### config.mk
export PLATFORM = sky130hd
export DESIGN_NAME = i2c_slave_regfile
export DESIGN_NICKNAME = d
export VERILOG_FILES = /design/src/rtl/i2c_pkg.sv /design/src/rtl/i2c_line_filter.sv /design/src/rtl/i2c_slave_regfile.sv
export SDC_FILE = /design/constraint.sdc
export NUM_CORES = 1
export LEC_CHECK = 0
export BUFFER_PORTS_ARGS = -buffer_cell sky130_fd_sc_hd__buf_2
export CAP_MARGIN = 30
export CORE_MARGIN = 5
export CORE_UTILIZATION = 62
export CTS_CLUSTER_DIAMETER = 50
export DETAILED_ROUTE_END_ITERATION = 7
export GPL_ROUTABILITY_DRIVEN = 0
export GPL_TIMING_DRIVEN = 1
export HOLD_SLACK_MARGIN = 0.12
export PLACE_DENSITY = 0.78
export SYNTH_ARGS = -nofsm -noshare
export SYNTH_HDL_FRONTEND = slang
export SYNTH_SLANG_ARGS = --single-unit
### constraint.sdc
create_clock -name I_CLK -period 3.3 [get_ports I_CLK]
set_input_delay 0.825 -clock I_CLK [delete_from_list [all_inputs] [get_ports I_CLK]]
set_output_delay 0.825 -clock I_CLK [all_outputs]
set_load 0.1 [all_outputs]
### src/rtl/i2c_pkg.sv
// Shared types and widths for the I2C target register file.
package i2c_pkg;

   localparam int I2C_DW = 8;
   localparam int I2C_AW = 3;

   typedef enum logic [3:0] {
      IDLE,
      ADDR,
      ADDR_ACK,
      PTR,
      PTR_ACK,
      WDATA,
      WDATA_ACK,
      RDATA,
      RACK
   } state_t;

endpackage

### src/rtl/i2c_line_filter.sv
// Pad conditioning for one bus line: 2-FF synchronizer, stable-sample glitch filter
// and single-cycle edge strobes registered together with the filtered level.
module i2c_line_filter #(
   parameter int FILTER_LEN = 3
) (
   input  logic clk,
   input  logic rst_n,
   input  logic line_i,
   output logic level_o,
   output logic rise_o,
   output logic fall_o
);

   localparam int CW = (FILTER_LEN < 2) ? 1 : $clog2(FILTER_LEN + 1);

   logic [1:0]    sync_q, sync_d;
   logic          filt_q, filt_d;
   logic          rise_q, rise_d;
   logic          fall_q, fall_d;
   logic [CW-1:0] cnt_q, cnt_d;

   // The counter only runs while the synchronized level disagrees with the filtered
   // one, so any shorter excursion resets it and never reaches the output.
   always_comb begin
      sync_d = {sync_q[0], line_i};
      filt_d = filt_q;
      cnt_d  = '0;
      if (sync_q[1] != filt_q) begin
         if (cnt_q == CW'(FILTER_LEN - 1)) begin
            filt_d = sync_q[1];
         end else begin
            cnt_d = cnt_q + CW'(1);
         end
      end
      rise_d = filt_d & ~filt_q;
      fall_d = ~filt_d & filt_q;
   end

   always_ff @(posedge clk or negedge rst_n) begin
      if (!rst_n) begin
         sync_q <= 2'b11;
         filt_q <= 1'b1;
         rise_q <= 1'b0;
         fall_q <= 1'b0;
         cnt_q  <= '0;
      end else begin
         sync_q <= sync_d;
         filt_q <= filt_d;
         rise_q <= rise_d;
         fall_q <= fall_d;
         cnt_q  <= cnt_d;
      end
   end

   assign level_o = filt_q;
   assign rise_o  = rise_q;
   assign fall_o  = fall_q;

endmodule

### src/rtl/i2c_slave_regfile.sv
// I2C target with an 8x8 register file, pointer auto-increment and a local access port.
// SDA is open-drain: O_SDA_OE=1 pulls the line low.
module i2c_slave_regfile
   import i2c_pkg::*;
#(
   parameter logic [6:0] DEV_ADDR   = 7'h50,
   parameter int         FILTER_LEN = 3
) (
   input  logic              I_CLK,
   input  logic              I_RESETN,
   input  logic              I_SCL,
   input  logic              I_SDA,
   output logic              O_SDA_OE,
   input  logic              I_LWE,
   input  logic [I2C_AW-1:0] I_LADDR,
   input  logic [I2C_DW-1:0] I_LWDATA,
   output logic [I2C_DW-1:0] O_LRDATA,
   output logic              O_INT,
   output logic              O_BUSY,
   output state_t            O_DBG_STATE
);

   localparam int NREG = 1 << I2C_AW;

   logic              scl_f, scl_rise, scl_fall;
   logic              sda_f, sda_rise, sda_fall;
   logic              start_det, stop_det;
   state_t            state_q, state_d;
   logic [2:0]        bitcnt_q, bitcnt_d;
   logic [I2C_DW-1:0] shift_q, shift_d;
   logic [I2C_AW-1:0] ptr_q, ptr_d, ptr_inc;
   logic              rw_q, rw_d;
   logic              phase_q, phase_d;
   logic              oe_q, oe_d;
   logic              wrote_q, wrote_d;
   logic              busy_q, busy_d;
   logic              int_q, int_d;
   logic [I2C_DW-1:0] regs_q [NREG];
   logic [I2C_DW-1:0] regs_d [NREG];
   logic [I2C_DW-1:0] lrdata_q, lrdata_d;
   logic [I2C_DW-1:0] byte_in, rd_byte;
   logic              bus_we;

   i2c_line_filter #(.FILTER_LEN(FILTER_LEN)) u_scl_filt (
      .clk(I_CLK), .rst_n(I_RESETN), .line_i(I_SCL),
      .level_o(scl_f), .rise_o(scl_rise), .fall_o(scl_fall)
   );

   i2c_line_filter #(.FILTER_LEN(FILTER_LEN)) u_sda_filt (
      .clk(I_CLK), .rst_n(I_RESETN), .line_i(I_SDA),
      .level_o(sda_f), .rise_o(sda_rise), .fall_o(sda_fall)
   );

   assign start_det = sda_fall & scl_f;
   assign stop_det  = sda_rise & scl_f;

   // phase_q: in ACK states it marks "ACK is being driven"; in RDATA it marks
   // "all 8 bits are on the wire, the next scl_fall releases SDA".
   always_comb begin
      state_d  = state_q;
      bitcnt_d = bitcnt_q;
      shift_d  = shift_q;
      ptr_d    = ptr_q;
      rw_d     = rw_q;
      phase_d  = phase_q;
      oe_d     = oe_q;
      wrote_d  = wrote_q;
      busy_d   = busy_q;
      int_d    = 1'b0;
      bus_we   = 1'b0;
      byte_in  = {shift_q[I2C_DW-2:0], sda_f};
      rd_byte  = regs_q[ptr_q];
      ptr_inc  = ptr_q + I2C_AW'(1);

      if (start_det) begin
         state_d  = ADDR;
         bitcnt_d = '0;
         wrote_d  = 1'b0;
         phase_d  = 1'b0;
         oe_d     = 1'b0;
      end else if (stop_det) begin
         state_d = IDLE;
         int_d   = wrote_q;
         wrote_d = 1'b0;
         phase_d = 1'b0;
         oe_d    = 1'b0;
      end else begin
         case (state_q)
            IDLE: ;
            ADDR, PTR, WDATA: begin
               if (scl_rise) begin
                  shift_d  = byte_in;
                  bitcnt_d = bitcnt_q + 3'd1;
                  if (bitcnt_q == 3'd7) begin
                     phase_d = 1'b0;
                     if (state_q == ADDR) begin
                        if (byte_in[7:1] == DEV_ADDR) begin
                           state_d = ADDR_ACK;
                           rw_d    = byte_in[0];
                           busy_d  = 1'b1;
                        end else begin
                           state_d = IDLE;
                        end
                     end else if (state_q == PTR) begin
                        ptr_d   = byte_in[I2C_AW-1:0];
                        state_d = PTR_ACK;
                     end else begin
                        bus_we  = 1'b1;
                        ptr_d   = ptr_inc;
                        wrote_d = 1'b1;
                        state_d = WDATA_ACK;
                     end
                  end
               end
            end
            ADDR_ACK, PTR_ACK, WDATA_ACK: begin
               if (scl_fall) begin
                  if (!phase_q) begin
                     oe_d    = 1'b1;
                     phase_d = 1'b1;
                  end else begin
                     oe_d     = 1'b0;
                     phase_d  = 1'b0;
                     bitcnt_d = '0;
                     if (state_q != ADDR_ACK) begin
                        state_d = WDATA;
                     end else if (!rw_q) begin
                        state_d = PTR;
                     end else begin
                        // The fall that ends the ACK also puts the first read bit out.
                        state_d  = RDATA;
                        oe_d     = ~rd_byte[I2C_DW-1];
                        shift_d  = {rd_byte[I2C_DW-2:0], 1'b0};
                        bitcnt_d = 3'd1;
                     end
                  end
               end
            end
            RDATA: begin
               if (scl_fall) begin
                  if (phase_q) begin
                     oe_d    = 1'b0;
                     phase_d = 1'b0;
                     state_d = RACK;
                  end else begin
                     oe_d     = ~shift_q[I2C_DW-1];
                     shift_d  = {shift_q[I2C_DW-2:0], 1'b0};
                     bitcnt_d = bitcnt_q + 3'd1;
                     phase_d  = (bitcnt_q == 3'd7);
                  end
               end
            end
            RACK: begin
               if (scl_rise) begin
                  if (!sda_f) begin
                     ptr_d    = ptr_inc;
                     shift_d  = regs_q[ptr_inc];
                     bitcnt_d = '0;
                     state_d  = RDATA;
                  end else begin
                     state_d = IDLE;
                  end
               end
            end
            default: state_d = IDLE;
         endcase
      end

      if (state_d == IDLE) begin
         busy_d = 1'b0;
      end
   end

   // Local write lands first so a same-cycle bus write to the same register wins.
   always_comb begin
      regs_d = regs_q;
      if (I_LWE) begin
         regs_d[I_LADDR] = I_LWDATA;
      end
      if (bus_we) begin
         regs_d[ptr_q] = byte_in;
      end
      lrdata_d = regs_q[I_LADDR];
   end

   always_ff @(posedge I_CLK or negedge I_RESETN) begin
      if (!I_RESETN) begin
         state_q  <= IDLE;
         bitcnt_q <= '0;
         shift_q  <= '0;
         ptr_q    <= '0;
         rw_q     <= 1'b0;
         phase_q  <= 1'b0;
         oe_q     <= 1'b0;
         wrote_q  <= 1'b0;
         busy_q   <= 1'b0;
         int_q    <= 1'b0;
         lrdata_q <= '0;
         for (int i = 0; i < NREG; i++) begin
            regs_q[i] <= '0;
         end
      end else begin
         state_q  <= state_d;
         bitcnt_q <= bitcnt_d;
         shift_q  <= shift_d;
         ptr_q    <= ptr_d;
         rw_q     <= rw_d;
         phase_q  <= phase_d;
         oe_q     <= oe_d;
         wrote_q  <= wrote_d;
         busy_q   <= busy_d;
         int_q    <= int_d;
         lrdata_q <= lrdata_d;
         regs_q   <= regs_d;
      end
   end

   assign O_SDA_OE    = oe_q;
   assign O_INT       = int_q;
   assign O_BUSY      = busy_q;
   assign O_LRDATA    = lrdata_q;
   assign O_DBG_STATE = state_q;

endmodule
==> results.py <==
metrics = {
    "run_status": {
        "status": "completed",
    },
    "sta": {
        "fin_crit_sh": 0.8059,
        "hold_slack_ns": 0.3611,
        "tns_ns": 0,
        "layout_min_cycle_time_ns": 2.660,
        "final-max-slew-violation-count": 0,
        "fmax_mhz": 376.0,
        "hold_viol": 0,
        "worst_pin_slew_ns": 0.8123,
        "rsz0062_at_grt": "no",
        "setup_viol": 0,
        "skew_ns": 0.02313,
        "relSlewSlack": 0.4565,
    },
    "global_route": {
        "grt_start_max_net_pins": 47,
        "grt_pass1_vias": 5449,
        "grt_first_pass_wirelength_um": 30130,
        "gr-total-overflow": 0,
        "grt_antenna_before_repair": 0,
        "grt.total_usage": 0.2998,
    },
    "route": {
        "antenna_left": 0,
        "drc_errors": 0,
        "vias": 5595,
        "drt-initial-drc-count": 607,
        "first_pass_iters": 5,
        "via_per_inst": 7.003,
        "avgRoutedWirePerCell_um": 23.52,
        "wl_um": 18790,
    },
    "synth": {
        "syn_inst": 654,
        "seq_area_frac_synth": 0.4045,
        "syn-cell-area_sq_um": 6824,
        "syn-num-nets": 673,
        "synth_cell_types": 60,
        "synth-edff-count": 0,
        "ys.flop_type": "dfrtp_1",
        "syn_area_per_cell_sq_um": 10.43,
        "yosysWarnings": 0,
        "ys_async_sr_fraction": 1.000,
        "yosys_register_bits": 110,
    },
    "layout": {
        "fin_nets": 673,
        "layout_commonest_cell": "dfrtp_1",
        "utilization": 0.6686,
        "drive_gt1_frac": 0.2398,
        "syn2layout_area_growth_pct": 5.739,
        "fill_cells": 828,
        "num_antenna_cells": 0,
        "final_cell_mix": "dfrtp_1 (104), mux2i_1 (70), nand2_1 (62)",
    },
    "power": {
        "finalPower_mw": 3.715,
        "peakVddDrop_mv": 0.4315,
        "powerDensity_nw_per_um2": 514.8,
        "leakage_nw": 3.033,
    },
    "worst_hold_path": {
        "hp-class": "reg2reg",
        "whs_path_depth": 0,
    },
    "placed_design": {
        "dp_hpwl_um": 12840,
        "port_buffers": 30,
    },
    "job": {
        "drv_cap": 0,
    },
    "die": {
        "die_w_um": 114.9,
        "start_util": 0.6323,
        "die_area_sq_um": 13200,
        "fp.dieH_um": 114.9,
        "fp.coreArea_sq_um": 10790,
        "placementRows": 38,
        "io_pins": 31,
    },
    "cts": {
        "cts_sinks": 110,
        "cts.root.buffer_cell": "clkbuf_8",
        "postCtsSetupRepairBufs": 0,
        "ctsHoldBuffers": 0,
        "numCtsBuffers": 9,
        "htree_num_levels": 3,
        "cts_tree": "built",
        "cts.clk_slew.worst_paths_ns": 0.10,
        "clk-insertion-delay-late_ns": 0.40,
        "cts.repair.resized": 0,
        "cts_max_path_buffers": 2,
    },
    "worst_setup_path": {
        "start_kind": "flip-flop",
        "worstPathArrival_ns": 2.90,
        "r2r_cells": 7,
        "crit_fanout": 16,
        "required_ns": 3.54,
        "critPathCaptureType": "flip-flop",
        "path_class": "reg2reg",
    },
}
report_power, final:
group	leakage, nW	switching (mW)	internal, mW
Clock	0.0861	0.453	0.292
Combinational	1.63	0.610	0.450
Sequential	1.32	0.301	1.61
registers in the layout, indices dropped and copies added (netlist names), 2 cells and up:
signal	flops
regs_q	64
u_sda_filt.cnt_q	2
u_scl_filt.cnt_q	2
O_LRDATA	8
u_sda_filt.sync_q	2
u_scl_filt.sync_q	2
bitcnt_q	3
ptr_q	3
shift_q	8
O_DBG_STATE	4
metal layers:
layer,wire [um],global-route usage,vias to the layer above
li1,-,-,2420
met1,7346,0.4149,2742
met2,8654,0.4502,380
met3,2122,0.07842,53
met4,669,0.1315,0
met5,0,0,-
logic make-up (layout without fill, tap and decap cells):
family                     after synthesis  count (layout)  synth area share
DFF                                    110             110            0.4045
buffers and inverters                   72              77           0.04804
xor gates and xnor gates                 3               3          0.003851
and+or+nand+nor                        175             175            0.1271
AOI/OAI and AO/OA                      155             155            0.1417
muxes                                  136             136            0.2693
adders and majority gates                3               3          0.005501
final timing paths:
path | from | end | slack (ns)
hold / removal | u_sda_filt.sync_q[0] | u_sda_filt.sync_q[1] | 0.36
hold reg to reg | u_sda_filt.sync_q[0] | u_sda_filt.sync_q[1] | 0.36
min in group asynchronous | I_RESETN | regs_q[30] | 0.43
setup / recovery | bitcnt_q[0] | regs_q[29] | 0.64
max in group asynchronous | I_RESETN | u_scl_filt.level_o | 1.99
setup reg to reg | bitcnt_q[0] | regs_q[29] | 0.64
critical path: stages, from the launching register on:
cell     delay (ns)
dfrtp_1        0.41
ha_1           0.16
ha_1           0.24
nand2_1        0.13
or4_4          0.60
or3_1          0.70
nor2_1         0.20
a21oi_1        0.07
synthesized netlist by cell type (5+ instances only):
| cell type | count | share of area |
|---|---|---|
| a211oi_1 | 13 | 0.014 |
| a21oi_1 | 51 | 0.037 |
| a221o_1 | 6 | 0.0088 |
| buf_1 | 19 | 0.010 |
| buf_2 | 15 | 0.011 |
| buf_6 | 5 | 0.0083 |
| clkbuf_1 | 27 | 0.015 |
| dfrtp_1 | 104 | 0.38 |
| dfstp_2 | 6 | 0.023 |
| mux2_2 | 31 | 0.051 |
| mux2i_1 | 70 | 0.10 |
| mux4_2 | 35 | 0.12 |
| nand2_1 | 62 | 0.034 |
| nand2b_1 | 11 | 0.010 |
| nor2_1 | 48 | 0.026 |
| nor2b_1 | 11 | 0.010 |
| nor3_1 | 9 | 0.0066 |
| o21ai_0 | 41 | 0.030 |
| o221ai_1 | 12 | 0.015 |
| or3_1 | 5 | 0.0046 |
layout make-up:
| class | count | area, sq um | share of cell area |
|---|---|---|---|
| Timing Repair Buffer | 56 | 347.8 | 0.04821 |
| Multi-Input combinational cell | 472 | 3746 | 0.5192 |
| Clock inverter | 4 | 22.52 | 0.003121 |
| Tap cell | 140 | 175.2 | 0.02428 |
| Sequential cell | 110 | 2760 | 0.3825 |
| Inverter | 5 | 18.77 | 0.002601 |
| Clock buffer | 12 | 145.1 | 0.02011 |
stage by stage:
stage	worst slack (ns)	instance area [sq um]	instances
5_1_grt	0.4975	7216	799
4_1_cts	0.6864	7216	799
6_report	0.6404	7216	799
3_5_place_dp	0.6079	7048	783
3_3_place_gp	0.7083	7048	783
2_1_floorplan	0.5674	6824	654
(Power assumes the default switching activity.)
